`config.mk`:
```
export PLATFORM = sky130hd
export DESIGN_NAME = layer_sequencer
export DESIGN_NICKNAME = d
export VERILOG_FILES = /design/src/rtl/ls_pkg.sv /design/src/rtl/stage_watchdog.sv /design/src/rtl/layer_sequencer.sv
export SDC_FILE = /design/constraint.sdc
export NUM_CORES = 1
export LEC_CHECK = 0
export BUFFER_PORTS_ARGS = -buffer_cell sky130_fd_sc_hd__buf_2
export CAP_MARGIN = 5
export CORE_UTILIZATION = 45
export CTS_BUF_LIST = sky130_fd_sc_hd__clkbuf_8
export CTS_CLUSTER_SIZE = 10
export DETAILED_ROUTE_END_ITERATION = 8
export PLACE_DENSITY_LB_ADDON = 0.3
export RECOVER_POWER = 25
export SYNTH_ARGS = -nofsm -noshare
export SYNTH_HDL_FRONTEND = slang
export SYNTH_SLANG_ARGS = --single-unit
```
`constraint.sdc`:
```
create_clock -name clk -period 6.5 [get_ports clk]
set_input_delay 0.975 -clock clk [delete_from_list [all_inputs] [get_ports clk]]
set_output_delay 0.975 -clock clk [all_outputs]
set_load 0.02 [all_outputs]
```
`src/rtl/ls_pkg.sv`:
```
// ls_pkg: shared state encoding and stage-index helpers for layer_sequencer
package ls_pkg;

    typedef enum logic [2:0] {IDLE, RUN, OUT, DONE, ERR} state_t;

    localparam int MAX_S = 32;

    function automatic int idx_w(input int n);
        return (n > 1) ? $clog2(n) : 1;
    endfunction

    // lowest non-skipped index at or above from; n when none is left
    function automatic int next_stage(input logic [MAX_S-1:0] skip, input int from, input int n);
        int r;
        r = n;
        for (int k = MAX_S - 1; k >= 0; k--)
            if (k >= from && k < n && !skip[k]) r = k;
        return r;
    endfunction

endpackage

```
`src/rtl/stage_watchdog.sv`:
```
// stage_watchdog: cycle counter that pulses fire when a stage overruns its limit
module stage_watchdog #(
    parameter int TMO_W = 16
) (
    input  logic             clk,
    input  logic             rst_n,
    input  logic             clr,
    input  logic             en,
    input  logic             fin,
    input  logic [TMO_W-1:0] limit,
    output logic             fire
);

    logic [TMO_W-1:0] cnt_q, cnt_d;

    // clear wins over counting so every stage entry starts from zero
    always_comb cnt_d = clr ? '0 : en ? cnt_q + TMO_W'(1) : cnt_q;

    // counter register
    always_ff @(posedge clk or negedge rst_n)
        if (!rst_n) cnt_q <= '0;
        else        cnt_q <= cnt_d;

    // a finish in the last allowed cycle beats the timeout
    assign fire = en && !fin && (limit != '0) && (cnt_q == limit - TMO_W'(1));

endmodule

```
`src/rtl/layer_sequencer.sv`:
```
// layer_sequencer: runs stages in index order with bypass, frame looping, result handshake and watchdog
module layer_sequencer
    import ls_pkg::*;
#(
    parameter int NUM_STAGES = 3,
    parameter int FRAME_W    = 8,
    parameter int TMO_W      = 16
) (
    input  logic                            clk,
    input  logic                            rst_n,
    input  logic                            calc_en,
    input  logic [FRAME_W-1:0]              frame_num,
    input  logic [NUM_STAGES-1:0]           stage_skip,
    input  logic [TMO_W-1:0]                tmo_limit,
    input  logic [NUM_STAGES-1:0]           stage_fin,
    input  logic                            out_ready,
    output logic [NUM_STAGES-1:0]           stage_en,
    output logic                            out_data_flag,
    output logic                            busy,
    output logic                            done,
    output logic                            tmo_err,
    output logic [idx_w(NUM_STAGES)-1:0]    err_stage,
    output logic [FRAME_W-1:0]              frame_cnt
);

    localparam int IDX_W = idx_w(NUM_STAGES);

    state_t                state_q, state_d;
    logic [IDX_W-1:0]      idx_q, idx_d, err_stage_q, err_stage_d;
    logic [NUM_STAGES-1:0] skip_q, skip_d, stage_en_q, stage_en_d;
    logic [FRAME_W-1:0]    fnum_q, fnum_d, frame_cnt_q, frame_cnt_d, cnt_inc;
    logic                  out_flag_q, out_flag_d, busy_q, busy_d, done_q, done_d, tmo_q, tmo_d;
    logic                  fin_hit, wd_fire;
    int                    nxt;

    // only the active stage's finish counts; stage_en_q is zero outside RUN
    assign fin_hit = |(stage_en_q & stage_fin);
    assign cnt_inc = frame_cnt_q + FRAME_W'(1);

    stage_watchdog #(.TMO_W(TMO_W)) u_wd (
        .clk   (clk),
        .rst_n (rst_n),
        .clr   ((state_q != RUN) || fin_hit),
        .en    (state_q == RUN),
        .fin   (fin_hit),
        .limit (tmo_limit),
        .fire  (wd_fire)
    );

    // next state plus registered-output images of that next state
    always_comb begin
        state_d     = state_q;
        idx_d       = idx_q;
        skip_d      = skip_q;
        fnum_d      = fnum_q;
        frame_cnt_d = frame_cnt_q;
        err_stage_d = err_stage_q;
        nxt         = 0;
        case (state_q)
            IDLE: if (calc_en) begin
                skip_d      = stage_skip;
                fnum_d      = frame_num;
                frame_cnt_d = '0;
                nxt         = next_stage(MAX_S'(stage_skip), 0, NUM_STAGES);
                state_d     = (nxt == NUM_STAGES) ? OUT : RUN;
                idx_d       = IDX_W'(nxt);
            end
            RUN: if (!calc_en) begin
                state_d     = IDLE;
                frame_cnt_d = '0;
            end else if (fin_hit) begin
                nxt     = next_stage(MAX_S'(skip_q), int'(idx_q) + 1, NUM_STAGES);
                state_d = (nxt == NUM_STAGES) ? OUT : RUN;
                idx_d   = IDX_W'(nxt);
            end else if (wd_fire) begin
                state_d     = ERR;
                err_stage_d = idx_q;
            end
            OUT: if (out_ready) begin
                frame_cnt_d = cnt_inc;
                if (fnum_q != '0 && cnt_inc == fnum_q) state_d = DONE;
                else if (calc_en) begin
                    skip_d  = stage_skip;
                    nxt     = next_stage(MAX_S'(stage_skip), 0, NUM_STAGES);
                    state_d = (nxt == NUM_STAGES) ? OUT : RUN;
                    idx_d   = IDX_W'(nxt);
                end else state_d = IDLE;
            end
            DONE, ERR: if (!calc_en) state_d = IDLE;
            default: state_d = IDLE;
        endcase
        stage_en_d = '0;
        for (int k = 0; k < NUM_STAGES; k++) stage_en_d[k] = (state_d == RUN) && (int'(idx_d) == k);
        out_flag_d = (state_d == OUT);
        busy_d     = (state_d == RUN) || (state_d == OUT);
        done_d     = (state_d == DONE);
        tmo_d      = (state_d == ERR);
    end

    // state and output registers
    always_ff @(posedge clk or negedge rst_n)
        if (!rst_n) begin
            state_q     <= IDLE;
            idx_q       <= '0;
            skip_q      <= '0;
            fnum_q      <= '0;
            frame_cnt_q <= '0;
            err_stage_q <= '0;
            stage_en_q  <= '0;
            out_flag_q  <= 1'b0;
            busy_q      <= 1'b0;
            done_q      <= 1'b0;
            tmo_q       <= 1'b0;
        end else begin
            state_q     <= state_d;
            idx_q       <= idx_d;
            skip_q      <= skip_d;
            fnum_q      <= fnum_d;
            frame_cnt_q <= frame_cnt_d;
            err_stage_q <= err_stage_d;
            stage_en_q  <= stage_en_d;
            out_flag_q  <= out_flag_d;
            busy_q      <= busy_d;
            done_q      <= done_d;
            tmo_q       <= tmo_d;
        end

    assign stage_en      = stage_en_q;
    assign out_data_flag = out_flag_q;
    assign busy          = busy_q;
    assign done          = done_q;
    assign tmo_err       = tmo_q;
    assign err_stage     = err_stage_q;
    assign frame_cnt     = frame_cnt_q;

endmodule

```
==> flow_metrics.tcl <==
set metrics [dict create \
    die-area_sq_um 7243 \
    vias_per_cell 5.843 \
    drv_cap 1 \
    p_leak_uw 0.001495 \
    required_ns 6.69 \
    wl_mm 6.751 \
    ys_async_sr_fraction_pct 100.0 \
    drtPass1Iterations 4 \
    grt_pass1_vias 2592 \
    powerDensity_nw_per_um2 304.5 \
    dpl.hpwl_mm 5.061 \
    nets 419 \
    start_util_pct 47.85 \
    critPathTopFamily "simple AND/OR/NAND/NOR gates" \
    setup_tns_ns 0 \
    seqCellArea_sq_um 1201 \
    syn2layout_area_growth_pct 13.97 \
    cts_made_buffers 5 \
    drt_iter0_drc 123 \
    finalCritPeriodShare_pct 55.07 \
    final_max_slew_viol_count 49 \
    num_io_pins 51 \
    endpoint_kind "flip-flop" \
    fin_skew_ns 0.009986 \
    synth_common_cells "48 x dfrtp_1, 33 x nor2_1, 28 x xnor2_1" \
    yosysSeqAreaShare_pct 38.65 \
    synthTopCellsByArea "dfrtp_1 39%, xnor2_1 7.9%, xor2_1 4.8%, nor2_1 4.0%, mux2_2 3.6%" \
    gp_congestion 0.9254 \
    antenna_found_initial 0 \
    crit_slowest_cell "nor3b_1" \
    cts-htree-levels 2 \
    cts_tree "done" \
    layout-drive-gt1-share_pct 19.63 \
    status "finished, violations left" \
    multiInputGateArea_sq_um 1847 \
    avgSynthCellArea_sq_um 9.390 \
    synth.most_common_cell "dfrtp_1" \
    post_cts_resized 0 \
    setup_violations 0 \
    post_cts_buffers 0 \
    row_count 29 \
    ctsHoldBuffers 0 \
    startpoint_type "input pin" \
    worstPathArrival_ns 3.77 \
    violations "capacitance limit, slew limit" \
    post-route-util_pct 54.54 \
    yosysWarnings 0 \
    clock-sinks 48 \
    ant_nets 0 \
    peakVddDrop_mv 0.2072 \
    period_minus_slack_ns 3.580 \
    cts_max_path_buffers 2 \
    maxSlewHeadroom_pct -68.94 \
    max_freq_mhz 279.4 \
    critPathKind "input pin to flip-flop" \
    slowest_delay_ns 0.56 \
    clkLatencyLatePin_ns 0.30 \
    route.detailed.drc 0 \
    wl_per_cell_um 14.71 \
    syn-num-nets 369 \
    clkTransAtPathRegs_ns 0.09 \
    grt_pass1_wl_mm 11.96 \
    finalHoldViolCount 0 \
    coreArea_sq_um 6495 \
    via_count 2682 \
    synth_area_leader_cell "dfrtp_1" \
    crit_chain "buf_2 > inv_1 > ha_1 > nor3b_1 > nand4b_1 > xnor2_1 > or4_4 > a2111oi_4 > and2_1 > mux2_1" \
    grt-ovfl-total 0 \
    track_usage_pct 20.51 \
    clk_root_buffer_cell "clkbuf_8" \
    io_buffer_count 50 \
    die_w_um 85.11 \
    ys_types 62 \
    syn_area_sq_um 3108 \
    synthFlopType "dfrtp_1" \
    num_antenna_cells 0 \
    synth-edff-count 0 \
    synth-seq-cells 48 \
    cp_max_fo 7 \
    min_path_type "flip-flop to flip-flop" \
    worstMarginPinSlew_ns 2.534 \
    yosysTopAreaCellShare_pct 38.65 \
    synthCells 331 \
    regToRegSetupSlack_ns 3.44 \
    grt_max_degree 49 \
    die_h_um 85.11 \
    rsz0062_at_grt "false" \
    cp_num_buf_inv 2 \
    fill_cells 619 \
]
## layout make-up
cell class | count | area share [%]
multi-input combinational | 267 | 52.14
clock inverter | 3 | 1.307
clock buffer | 5 | 1.943
inverter | 8 | 0.8478
timing repair buffer | 51 | 7.135
sequential | 48 | 33.91
tap | 77 | 2.720
## worst paths after layout
| path | from | cells past startpoint | to |
|---|---|---|---|
| min in group asynchronous | rst_n | 1 | fnum_q[6]$_DFFE_PN0P_ |
| hold reg to reg | err_stage[0]$_DFFE_PN0P_ | 1 | err_stage[0]$_DFFE_PN0P_ |
| setup / recovery | tmo_limit[0] | 10 | err_stage[0]$_DFFE_PN0P_ |
| setup reg to reg | stage_en[0]$_DFF_PN0_ | 8 | err_stage[0]$_DFFE_PN0P_ |
| hold / removal | err_stage[0]$_DFFE_PN0P_ | 1 | err_stage[0]$_DFFE_PN0P_ |
| max in group asynchronous | rst_n | 1 | state_q[1]$_DFF_PN0_ |
## power breakdown
| group | total, uW | switching (uW) | internal, uW |
|---|---|---|---|
| sequential | 445 | 82.9 | 362 |
| combinational | 414 | 221 | 193 |
| clock | 220 | 104 | 116 |
## registers in the layout, indices dropped and copies added (netlist names), 2 cells and up
name and count:
u_wd.cnt_q 16, fnum_q 8, err_stage 2, stage_en 3
state_q 3, frame_cnt 8, idx_q 2, skip_q 2
## cell usage in the layout, fill, tap and decap left out, types with 9 or more instances in the layout
cell and count:
nand2_1 18, nor2_1 33, xor2_1 17, buf_2 49, a21oi_1 9, dfrtp_1 48
o21ai_0 19, xnor2_1 28, mux2_2 10, nand3_1 16
## per-stage QoR
stage	setup WS, ns	instance area [sq um]	power (uW)	instances	hold WS (ns)
after floorplan	3.070	3108	753.8	331	0.5008
after global placement	2.664	3432	860.9	451	0.4901
after detailed placement	2.572	3432	867.8	451	0.4873
after CTS	2.907	3547	1091	459	0.5186
after global routing	2.669	3542	1163	459	0.5462
final	2.920	3542	1079	459	0.5204
## kinds of logic (layout without fill, tap and decap cells)
kind of cell / Yosys count / count (layout) / synth area share, %
AO/OA/AOI/OAI: 73 / 73 / 17.03
XOR/XNOR: 45 / 45 / 12.68
adder cells (fa/ha/maj): 4 / 4 / 1.610
buffers and inverters: 16 / 67 / 1.932
flip-flops: 48 / 48 / 38.65
multiplexers: 13 / 13 / 4.670
AND/OR/NAND/NOR: 132 / 132 / 23.43
## routing by layer
metal / global-route usage [%] / routed length [um] / up-vias
met4: 5.393 / 58 / 0
met3: 2.821 / 277 / 6
li1: - / - / 1317
met5: 0 / 0 / -
met2: 34.46 / 3212 / 68
met1: 27.96 / 3203 / 1291
## worst register-to-register path, stage by stage (launching register included)
cell and delay (ns):
dfrtp_1 0.38, a222oi_1 0.33, clkbuf_1 0.32, nand2_2 0.27, nand4b_1 0.28, or4_4 0.44
a2111oi_4 0.38, and2_1 0.23, mux2_1 0.33
Power figures use the tool's default switching activity.
